### config.mk
export PLATFORM = sky130hd
export DESIGN_NAME = hex_share_arbiter_flat
export DESIGN_NICKNAME = d
export VERILOG_FILES = /design/src/rtl/hex_share_if.sv /design/src/rtl/hex_share_arbiter.sv /design/src/flat_wrapper.sv
export SDC_FILE = /design/constraint.sdc
export NUM_CORES = 1
export LEC_CHECK = 0
export CAP_MARGIN = 10
export CORE_MARGIN = 2
export CORE_UTILIZATION = 49
export DETAILED_ROUTE_END_ITERATION = 7
export PLACE_DENSITY = 0.82
export SKIP_CTS_REPAIR_TIMING = 1
export SYNTH_ARGS = -nofsm -noshare
export SYNTH_HDL_FRONTEND = slang
export SYNTH_SLANG_ARGS = --single-unit
### constraint.sdc
create_clock -name CLOCK_50 -period 4.05 [get_ports CLOCK_50]
set_input_delay 0.6075 -clock CLOCK_50 [delete_from_list [all_inputs] [get_ports CLOCK_50]]
set_output_delay 0.6075 -clock CLOCK_50 [all_outputs]
set_load 0.01 [all_outputs]
### src/rtl/hex_share_if.sv
// Requester-side bus of the HEX display arbiter: requests and display values
// in, grant/owner/busy status out.
interface hex_share_if #(
  parameter int NREQ = 4,
  parameter int IW   = (NREQ > 1) ? $clog2(NREQ) : 1
);
  logic [NREQ-1:0]    req;
  logic [NREQ*24-1:0] data;
  logic [NREQ-1:0]    gnt;
  logic [IW-1:0]      owner;
  logic               busy;

  modport master (output req, data, input gnt, owner, busy);
  modport slave  (input req, data, output gnt, owner, busy);
endinterface

### src/rtl/hex_share_arbiter.sv
// Round-robin owner of the six HEX displays with a minimum hold time so a
// value stays readable. All outputs come straight from registers.
//
// state | meaning
// ------+--------------------------------------------------------------
// IDLE  | no owner, displays blank, waiting for any request
// OWN   | one requester owns the displays; hold counter runs to HOLD-1
module hex_share_arbiter #(
  parameter int NREQ = 4,
  parameter int HOLD = 50_000_000
) (
  input  logic        CLOCK_50,
  input  logic        reset,
  hex_share_if.slave  bus,
  output logic [6:0]  HEX0,
  output logic [6:0]  HEX1,
  output logic [6:0]  HEX2,
  output logic [6:0]  HEX3,
  output logic [6:0]  HEX4,
  output logic [6:0]  HEX5
);
  localparam int IW = $clog2(NREQ);
  localparam int CW = $clog2(HOLD + 1);
  localparam logic [CW-1:0] HOLD_M1 = CW'(HOLD - 1);
  localparam logic [6:0] BLANK = 7'h7F;

  typedef enum logic {IDLE, OWN} state_t;

  state_t           r_state, w_state_nx;
  logic [NREQ-1:0]  r_gnt, w_gnt_nx;
  logic [IW-1:0]    r_owner, w_owner_nx;
  logic [IW-1:0]    r_ptr, w_ptr_nx;
  logic             r_busy, w_busy_nx;
  logic [CW-1:0]    r_cnt, w_cnt_nx;
  logic [5:0][6:0]  r_hex, w_hex_nx;

  logic [IW-1:0]    w_pick;
  logic             w_pick_vld;
  logic [NREQ-1:0]  w_pick_oh;
  logic             w_hold_ok;
  logic             w_own_req;
  logic             w_others;
  logic [23:0]      w_own_data;

  function automatic logic [6:0] seg7(input logic [3:0] d);
    logic [6:0] s;
    case (d)
      4'h0: s = 7'h40;  4'h1: s = 7'h79;  4'h2: s = 7'h24;  4'h3: s = 7'h30;
      4'h4: s = 7'h19;  4'h5: s = 7'h12;  4'h6: s = 7'h02;  4'h7: s = 7'h78;
      4'h8: s = 7'h00;  4'h9: s = 7'h10;  4'hA: s = 7'h08;  4'hB: s = 7'h03;
      4'hC: s = 7'h46;  4'hD: s = 7'h21;  4'hE: s = 7'h06;  default: s = 7'h0E;
    endcase
    return s;
  endfunction

  // Round-robin pick: the requester closest after r_ptr (modulo NREQ) wins;
  // the current pointer holder ends up last in the scan, not masked.
  always_comb begin
    int v_dist;
    int v_best;
    v_dist     = 0;
    v_best     = NREQ;
    w_pick     = '0;
    w_pick_vld = 1'b0;
    for (int i = 0; i < NREQ; i++) begin
      if (bus.req[i]) begin
        v_dist = (i + NREQ - 1 - int'(r_ptr)) % NREQ;
        if (v_dist < v_best) begin
          v_best     = v_dist;
          w_pick     = IW'(i);
          w_pick_vld = 1'b1;
        end
      end
    end
  end

  // Owner-related views; r_gnt doubles as the one-hot form of r_owner.
  always_comb begin
    w_pick_oh  = '0;
    w_own_data = '0;
    for (int i = 0; i < NREQ; i++) begin
      w_pick_oh[i] = (w_pick == IW'(i));
      if (r_gnt[i]) w_own_data = w_own_data | bus.data[i*24 +: 24];
    end
    w_own_req = |(bus.req & r_gnt);
    w_others  = |(bus.req & ~r_gnt);
    w_hold_ok = (r_cnt == HOLD_M1);
  end

  // Next-state and next-output logic for the IDLE/OWN controller.
  always_comb begin
    w_state_nx = r_state;
    w_gnt_nx   = r_gnt;
    w_owner_nx = r_owner;
    w_ptr_nx   = r_ptr;
    w_busy_nx  = r_busy;
    w_cnt_nx   = r_cnt;
    w_hex_nx   = r_hex;
    case (r_state)
      IDLE: begin
        w_hex_nx = {6{BLANK}};
        if (w_pick_vld) begin
          w_state_nx = OWN;
          w_gnt_nx   = w_pick_oh;
          w_owner_nx = w_pick;
          w_ptr_nx   = w_pick;
          w_busy_nx  = 1'b1;
          w_cnt_nx   = '0;
        end
      end
      OWN: begin
        // A dropped request freezes the display on its last captured value.
        if (w_own_req) begin
          for (int k = 0; k < 6; k++) w_hex_nx[k] = seg7(w_own_data[4*k +: 4]);
        end
        if (!w_hold_ok) begin
          w_cnt_nx = r_cnt + CW'(1);
        end else if (w_others) begin
          // Handover in the same edge: one-hot to one-hot, no idle gap.
          w_gnt_nx   = w_pick_oh;
          w_owner_nx = w_pick;
          w_ptr_nx   = w_pick;
          w_cnt_nx   = '0;
        end else if (!w_own_req) begin
          w_state_nx = IDLE;
          w_gnt_nx   = '0;
          w_owner_nx = '0;
          w_busy_nx  = 1'b0;
          w_hex_nx   = {6{BLANK}};
        end
      end
      default: begin
        w_state_nx = IDLE;
      end
    endcase
  end

  // State and output registers; reset wins from any state.
  always_ff @(posedge CLOCK_50) begin
    if (reset) begin
      r_state <= IDLE;
      r_gnt   <= '0;
      r_owner <= '0;
      r_ptr   <= IW'(NREQ - 1);
      r_busy  <= 1'b0;
      r_cnt   <= '0;
      r_hex   <= {6{BLANK}};
    end else begin
      r_state <= w_state_nx;
      r_gnt   <= w_gnt_nx;
      r_owner <= w_owner_nx;
      r_ptr   <= w_ptr_nx;
      r_busy  <= w_busy_nx;
      r_cnt   <= w_cnt_nx;
      r_hex   <= w_hex_nx;
    end
  end

  assign bus.gnt   = r_gnt;
  assign bus.owner = r_owner;
  assign bus.busy  = r_busy;
  assign HEX0      = r_hex[0];
  assign HEX1      = r_hex[1];
  assign HEX2      = r_hex[2];
  assign HEX3      = r_hex[3];
  assign HEX4      = r_hex[4];
  assign HEX5      = r_hex[5];
endmodule

### src/flat_wrapper.sv
// flat-port wrapper written by rule: the top's interface ports become plain ports
module hex_share_arbiter_flat 
#(
  parameter int NREQ = 4,
  parameter int HOLD = 50_000_000
)
  (CLOCK_50, reset, HEX0, HEX1, HEX2, HEX3, HEX4, HEX5, bus_req, bus_data, bus_gnt, bus_owner, bus_busy);
  hex_share_if #(.NREQ(NREQ)) bus_i ();
  input  logic CLOCK_50;
  input  logic reset;
  output logic [6:0] HEX0;
  output logic [6:0] HEX1;
  output logic [6:0] HEX2;
  output logic [6:0] HEX3;
  output logic [6:0] HEX4;
  output logic [6:0] HEX5;
  input wire logic [$bits(bus_i.req)-1:0] bus_req;
  input wire logic [$bits(bus_i.data)-1:0] bus_data;
  output wire logic [$bits(bus_i.gnt)-1:0] bus_gnt;
  output wire logic [$bits(bus_i.owner)-1:0] bus_owner;
  output wire logic [$bits(bus_i.busy)-1:0] bus_busy;
  assign bus_i.req = bus_req;
  assign bus_i.data = bus_data;
  assign bus_gnt = bus_i.gnt;
  assign bus_owner = bus_i.owner;
  assign bus_busy = bus_i.busy;
  hex_share_arbiter #(.NREQ(NREQ), .HOLD(HOLD)) u_core (.CLOCK_50(CLOCK_50), .reset(reset), .bus(bus_i), .HEX0(HEX0), .HEX1(HEX1), .HEX2(HEX2), .HEX3(HEX3), .HEX4(HEX4), .HEX5(HEX5));
endmodule
## Word level (Yosys, flattened, before mapping)

Memories as Yosys holds them, arrays and structs flattened.
Index checks and enable logic that the tools add are counted.

| word-level totals | value |
|---|---|
| register bits | 78 |
| bits in read-only memories | 672 |
| bits of input ports | 102 |
| output and inout bits | 49 |
| word-level logic and storage cells | 116 |
| memories | 6 |

| operators by class | value |
|---|---|
| $add $sub $neg | 5 |
| $lt $le $gt $ge | 4 |
| eq/ne operators | 11 |
| multiplexer cells | 56 |
| bitwise gates (word level) | 11 |
| reduce and logical (&&, ||, !) cells | 11 |

Memory list:

| name | words | bits a word | read ports | clocked after Yosys merged registers in | write ports | RTL line | text |
|---|---|---|---|---|---|---|---|
| (name not given) | 16 | 7 | 1 | 0 | 0 | hex_share_arbiter.sv:47 | `case (d)` |
| (name not given) | 16 | 7 | 1 | 0 | 0 | hex_share_arbiter.sv:47 |  |
| (name not given) | 16 | 7 | 1 | 0 | 0 | hex_share_arbiter.sv:47 |  |
| (name not given) | 16 | 7 | 1 | 0 | 0 | hex_share_arbiter.sv:47 |  |
| (name not given) | 16 | 7 | 1 | 0 | 0 | hex_share_arbiter.sv:47 |  |
| (name not given) | 16 | 7 | 1 | 0 | 0 | hex_share_arbiter.sv:47 |  |

Operators by type and width:

| cell | number |
|---|---|
| two-way mux 32 bit | 6 |
| two-way mux 42 bit | 4 |
| less-than comparator 3 x 32 -> 1 bit | 3 |
| two-way mux 24 bit | 4 |
| case mux 42 bit (2 select lines) | 1 |
| two-way mux 26 bit | 3 |
| bitwise OR 24 bit | 3 |
| case mux 26 bit (2 select lines) | 1 |
| adder 26 x 1 -> 26 bit (second input constant) | 1 |
| == test 26 bit (second input constant) | 1 |
| two-way mux 2 bit | 11 |
| two-way mux 1 bit | 17 |
| two-way mux 4 bit | 4 |
| subtractor 3 x 2 -> 4 bit (first input constant) | 3 |
| AND 4 bit | 2 |
| != test 2 bit (second input constant) | 4 |
| case mux 2 bit (2 select lines) | 2 |
| case mux 4 bit (2 select lines) | 1 |
| OR reduction 2 bit | 4 |
| OR reduction 4 bit | 2 |
| != test 3 bit (second input constant) | 2 |
| AND reduction 3 bit | 2 |
| AND 1 bit | 4 |
| == test 2 bit (second input constant) | 2 |
| other kinds (10) | 11 |

## Logic depth before layout (Yosys ltp)

| depth | value |
|---|---|
| depth in word-level cells | 19 |
| gate-level depth with buffers | 15 |
| gate-level depth less buffers | 14 |

## Worst setup path after synthesis

OpenSTA, ideal clock, no wires.

| path | value |
|---|---|
| kind | reg2reg |
| start | register u_core.r_gnt[2] (netlist: u_core.bus.gnt[2]) |
| end | register u_core.r_hex, in the netlist u_core.HEX1[3] |
| library setup time | 0.132 ns |
| arrival time | 2.466 ns |
| required time | 3.918 ns |
| slack | 1.452 ns |
| cell stages (with the launch flop) | 10 |
| path through | dfxtp_1 > buf_2 > buf_4 > buf_2 > a221oi_1 > inv_1 > ha_1 > mux4_2 > nor2_1 > o21ai_0 |

| on the way | value |
|---|---|
| longest elaborated chain between the ends | 9 |

RTL lines:

| what | RTL line | text |
|---|---|---|
| from (decl) | hex_share_arbiter.sv:30 | `logic [NREQ-1:0] r_gnt, w_gnt_nx;` |
| from (signal assigned) | hex_share_arbiter.sv:150 | `r_gnt <= w_gnt_nx;` |
| two-way mux 24 bit | hex_share_arbiter.sv:83 | `if (r_gnt[i]) w_own_data = w_own_data \| bus.data[i*24 +: 24];` |
| bitwise OR 24 bit | hex_share_arbiter.sv:83 |  |
| two-way mux 24 bit | hex_share_arbiter.sv:83 |  |
| memory (16 x 7 bit) | - |  |
| two-way mux 42 bit | hex_share_arbiter.sv:113 | `if (w_own_req) begin` |
| two-way mux 42 bit | hex_share_arbiter.sv:124 | `end else if (!w_own_req) begin` |
| two-way mux 42 bit | hex_share_arbiter.sv:118 | `end else if (w_others) begin` |
| two-way mux 42 bit * | hex_share_arbiter.sv:116 | `if (!w_hold_ok) begin` |
| case mux 42 bit (2 select lines) * | hex_share_arbiter.sv:99 | `case (r_state)` |
| to (signal assigned) | hex_share_arbiter.sv:147 | `r_hex <= {6{BLANK}};` |
| to (signal assigned) | hex_share_arbiter.sv:155 | `r_hex <= w_hex_nx;` |
| to (decl) | hex_share_arbiter.sv:35 | `logic [5:0][6:0] r_hex, w_hex_nx;` |

Every way passes the cells marked *; elsewhere a longest branch is shown, timed or not.
A chain may end at the register's enable or synchronous reset.

## Worst setup path after layout

| path | value |
|---|---|
| start | input bus_req[0] |
| end | register u_core.r_owner[1] (netlist: u_core.bus.owner[1]) |

| on the way | value |
|---|---|
| longest elaborated chain between the ends | 13 |

RTL lines:

| what | RTL line | text |
|---|---|---|
| from (decl) | flat_wrapper.sv:17 | `input wire logic [$bits(bus_i.req)-1:0] bus_req;` |
| two-way mux 32 bit | hex_share_arbiter.sv:66 | `if (bus.req[i]) begin` |
| less-than comparator 3 x 32 -> 1 bit | hex_share_arbiter.sv:68 | `if (v_dist < v_best) begin` |
| two-way mux 32 bit | hex_share_arbiter.sv:68 |  |
| two-way mux 32 bit | hex_share_arbiter.sv:66 |  |
| less-than comparator 3 x 32 -> 1 bit | hex_share_arbiter.sv:68 |  |
| two-way mux 32 bit | hex_share_arbiter.sv:68 |  |
| two-way mux 32 bit | hex_share_arbiter.sv:66 |  |
| less-than comparator 3 x 32 -> 1 bit | hex_share_arbiter.sv:68 |  |
| two-way mux 2 bit | hex_share_arbiter.sv:68 |  |
| two-way mux 2 bit | hex_share_arbiter.sv:66 |  |
| two-way mux 2 bit | hex_share_arbiter.sv:118 |  |
| two-way mux 2 bit | hex_share_arbiter.sv:116 |  |
| case mux 2 bit (2 select lines) | hex_share_arbiter.sv:99 |  |
| to (signal assigned) | hex_share_arbiter.sv:151 | `r_owner <= w_owner_nx;` |
| to (decl) | hex_share_arbiter.sv:31 | `logic [IW-1:0] r_owner, w_owner_nx;` |

Parallel ways exist; a longest one is shown, timed or not. The select of a mux whose other input is x is not followed.

==> impl_metrics.json <==
{
  "status": "finished, final reports clean",
  "power.leakage_nw": 2.776,
  "via_per_inst": 5.969,
  "r2r-start": "u_core.bus.gnt[2]$_SDFFE_PP0P_",
  "clock_sinks": 78,
  "fp-row-count": 38,
  "finalCritPeriodShare_pct": 74.63,
  "synth_top_area_share_pct": 29.05,
  "place_hpwl_um": 12130,
  "setup_ws_ns": 1.027,
  "cts_tree": "yes",
  "cts_made_buffers": 9,
  "grt_usage_pct": 26.80,
  "worst-r2r-cell-count": 5,
  "grt_pass1_wl_um": 25340,
  "root_buffer": "clkbuf_8",
  "fin_crit_ns": 3.023,
  "die_w_um": 108.7,
  "maxCapViolations": 0,
  "rr_endpoint": "u_core.HEX4[1]$_SDFF_PP1_",
  "clkPwrFrac_pct": 25.0,
  "gp_congestion": 0.9587,
  "vias": 5521,
  "path_cells": "clkdlybuf4s50_1 -> nand2b_1 -> ha_1 -> inv_1 -> o21ai_0 -> o21ai_0 -> a21oi_1 -> ha_1 -> o21ai_1 -> a22oi_1 -> nor2b_1 -> or2_0 -> a22o_1",
  "synth-simple-area-share_pct": 20.62,
  "seq_area_frac_synth_pct": 29.05,
  "die_area_um2": 11820,
  "crit_start": "bus_req[0]",
  "routedWlPerCell_um": 17.49,
  "start_util_pct": 49.80,
  "synth-compound-area-share_pct": 29.05,
  "slew_viol_final": 0,
  "finClkSkew_ns": 0.01408,
  "criticalPathCategory": "in -> reg",
  "syn_area_per_cell_um2": 8.169,
  "grt_overflow": 0,
  "clk_pin_slew_ns": 0.09,
  "ys_top_cells_by_area": "dfxtp_1 (29%), ha_1 (9.1%), nand2_1 (5.2%), nor2_1 (5.0%), o21ai_0 (4.7%)",
  "worst_setup_path_end_kind": "flop",
  "hold_violations": 0,
  "final_design_area_no_fill_um2": 7084,
  "synth_top_family_by_area": "compound AO/OA/AOI/OAI gates",
  "peakVddDrop_mv": 0.1899,
  "final_cell_mix": "clkdlybuf4s50_1 (150), dfxtp_1 (78), nand2_1 (75)",
  "slew_headroom_pct": 32.95,
  "synth_seq_cells": 78,
  "synth_xor_area_share_pct": 3.096,
  "drive_above_1_share_pct": 7.261,
  "power.density_nw_per_um2": 329.7,
  "synthAdderAreaFrac_pct": 9.078,
  "placed_area_um2": 6897,
  "syn_nets": 799,
  "io_buffers": 150,
  "slowest_delay_ns": 0.77,
  "dpl_worst_slack_ns": 0.7026,
  "fmax_mhz": 330.8,
  "yosys_warnings": 0,
  "crit_buf_inv": 2,
  "synth_top_area_cell": "dfxtp_1",
  "rsz0062_at_grt": "no",
  "nets": 922,
  "setup_tns_ns": 0,
  "tightestPinTransition_ns": 1.004,
  "layout_commonest_cell": "clkdlybuf4s50_1",
  "h-tree-depth": 3,
  "regToRegSetupSlack_ns": 1.18,
  "hold_depth": 1,
  "synth-async-reset-ratio_pct": 0,
  "intPower_mw": 1.486,
  "antenna_found_initial": 0,
  "cpMaxStageDelayCell": "clkdlybuf4s50_1",
  "clock_latency_ns": 0.36,
  "fp.dieH_um": 108.7,
  "drt_iter0_markers": 364,
  "muxShareOfSynthArea_pct": 2.886,
  "ys.flop_type": "dfxtp_1",
  "p_sw_share_pct": 36.37,
  "synth_cells": 658,
  "drt_drc_violations_left": 0,
  "antenna_cells": 0,
  "area_growth_pct": 31.80,
  "cp.required_ns": 4.31,
  "synth-edff-count": 0,
  "syn-cell-area_um2": 5375,
  "critPathTopFamily": "buffers and inverters",
  "yosysUniqueCellTypes": 66,
  "grt_max_degree": 48,
  "critical_path_depth": 13,
  "power_switching_mw": 0.8494,
  "seqPwrFrac_pct": 35.9,
  "startpoint_type": "input port",
  "holdCritPathClass": "reg -> reg",
  "first_pass_iters": 5,
  "coreArea_um2": 10790,
  "pwr-share-comb_pct": 39.1,
  "crit_path_end": "u_core.bus.owner[1]$_SDFFE_PP0P_",
  "cp_max_fo": 12,
  "postRouteAntennaNets": 0,
  "grt_pass1_vias": 5152,
  "clockBufferDepth": 2,
  "wl_um": 16180,
  "arrival_ns": 3.28,
  "boundaryPins": 151,
  "setup_viol": 0
}
## per-layer routing
layer	global-route usage [%]	part of all wire [%]	vias to the layer above	routed length, um
li1	-	-	2664	-
met1	33.68	42	2633	6794
met2	45.85	50	199	8073
met3	5.738	6.1	25	980
met4	8.333	2.0	0	329
met5	0	0	-	0
## flip-flops by register name, summed over array words and instances (netlist names)
register,count
u_core.r_ptr,2
u_core.HEX1,7
u_core.r_cnt,26
u_core.r_state,1
u_core.HEX0,7
u_core.bus.gnt,4
u_core.bus.owner,2
u_core.HEX3,7
u_core.bus.busy,1
u_core.HEX5,7
u_core.HEX4,7
u_core.HEX2,7
## power groups by stage
| stage | registers (mW) | logic, mW | clock network (mW) |
|---|---|---|---|
| 3_3_place_gp | 0.854 | 0.858 | 0 |
| 5_1_grt | 0.844 | 1.00 | 0.620 |
| 2_1_floorplan | 0.855 | 0.579 | 0 |
| 6_report | 0.839 | 0.914 | 0.583 |
| 3_5_place_dp | 0.856 | 0.895 | 0 |
| 4_1_cts | 0.838 | 0.901 | 0.589 |
## kinds of logic (layout without fill, tap and decap cells)
group	count (synthesis)	after routing
and+or+nand+nor	230	230
buffers and inverters	69	196
muxes	14	14
DFF	78	78
AOI/OAI and AO/OA	209	209
xor gates and xnor gates	19	19
adders and majority gates	39	39
## stage by stage
| stage | utilization [%] | hold WS, ns | total power [mW] | std cells |
|---|---|---|---|---|
| floorplan | - | 0.4752 | 1.434 | 658 |
| global placement | 63.90 | 0.4648 | 1.712 | 910 |
| detailed placement | 63.90 | 0.4645 | 1.751 | 910 |
| CTS | 65.64 | 0.4851 | 2.328 | 925 |
| global route | 65.64 | 0.5200 | 2.464 | 925 |
| finish | 65.64 | 0.4877 | 2.336 | 925 |
## cell type report
class                   instances  area, um2
fillers                       895       3709
multi-input cells             511       3501
repair buffers                161       1584
flip-flops and latches         78       1562
well taps                     140      175.2
clock buffers                   9      123.9
inverters                      20      75.07
clock inverters                 6      63.81
## how the worst min path moves through the flow
stage	start	end	slack, ns
global route	u_core.HEX2[3]$_SDFF_PP1_	u_core.HEX2[3]$_SDFF_PP1_	0.52
CTS	u_core.bus.owner[0]$_SDFFE_PP0P_	u_core.bus.owner[0]$_SDFFE_PP0P_	0.49
floorplan	u_core.r_cnt[1]$_SDFFE_PP0P_	u_core.r_cnt[1]$_SDFFE_PP0P_	0.48
detailed placement	u_core.bus.owner[0]$_SDFFE_PP0P_	u_core.bus.owner[0]$_SDFFE_PP0P_	0.46
global placement	u_core.bus.owner[0]$_SDFFE_PP0P_	u_core.bus.owner[0]$_SDFFE_PP0P_	0.46
finish	u_core.bus.owner[0]$_SDFFE_PP0P_	u_core.bus.owner[0]$_SDFFE_PP0P_	0.49
## synthesized netlist by cell type (14+ instances only)
cell type / number
dfxtp_1: 78
nand2_1: 75
nor2_1: 71
o21ai_0: 51
ha_1: 39
a21oi_1: 27
a22oi_1: 27
buf_2: 20
inv_1: 20
nand3_1: 20
a221oi_1: 19
clkbuf_1: 17
xnor2_1: 17
a22o_1: 15
o211ai_1: 14
No activity file was read; power rests on OpenSTA's default activity.
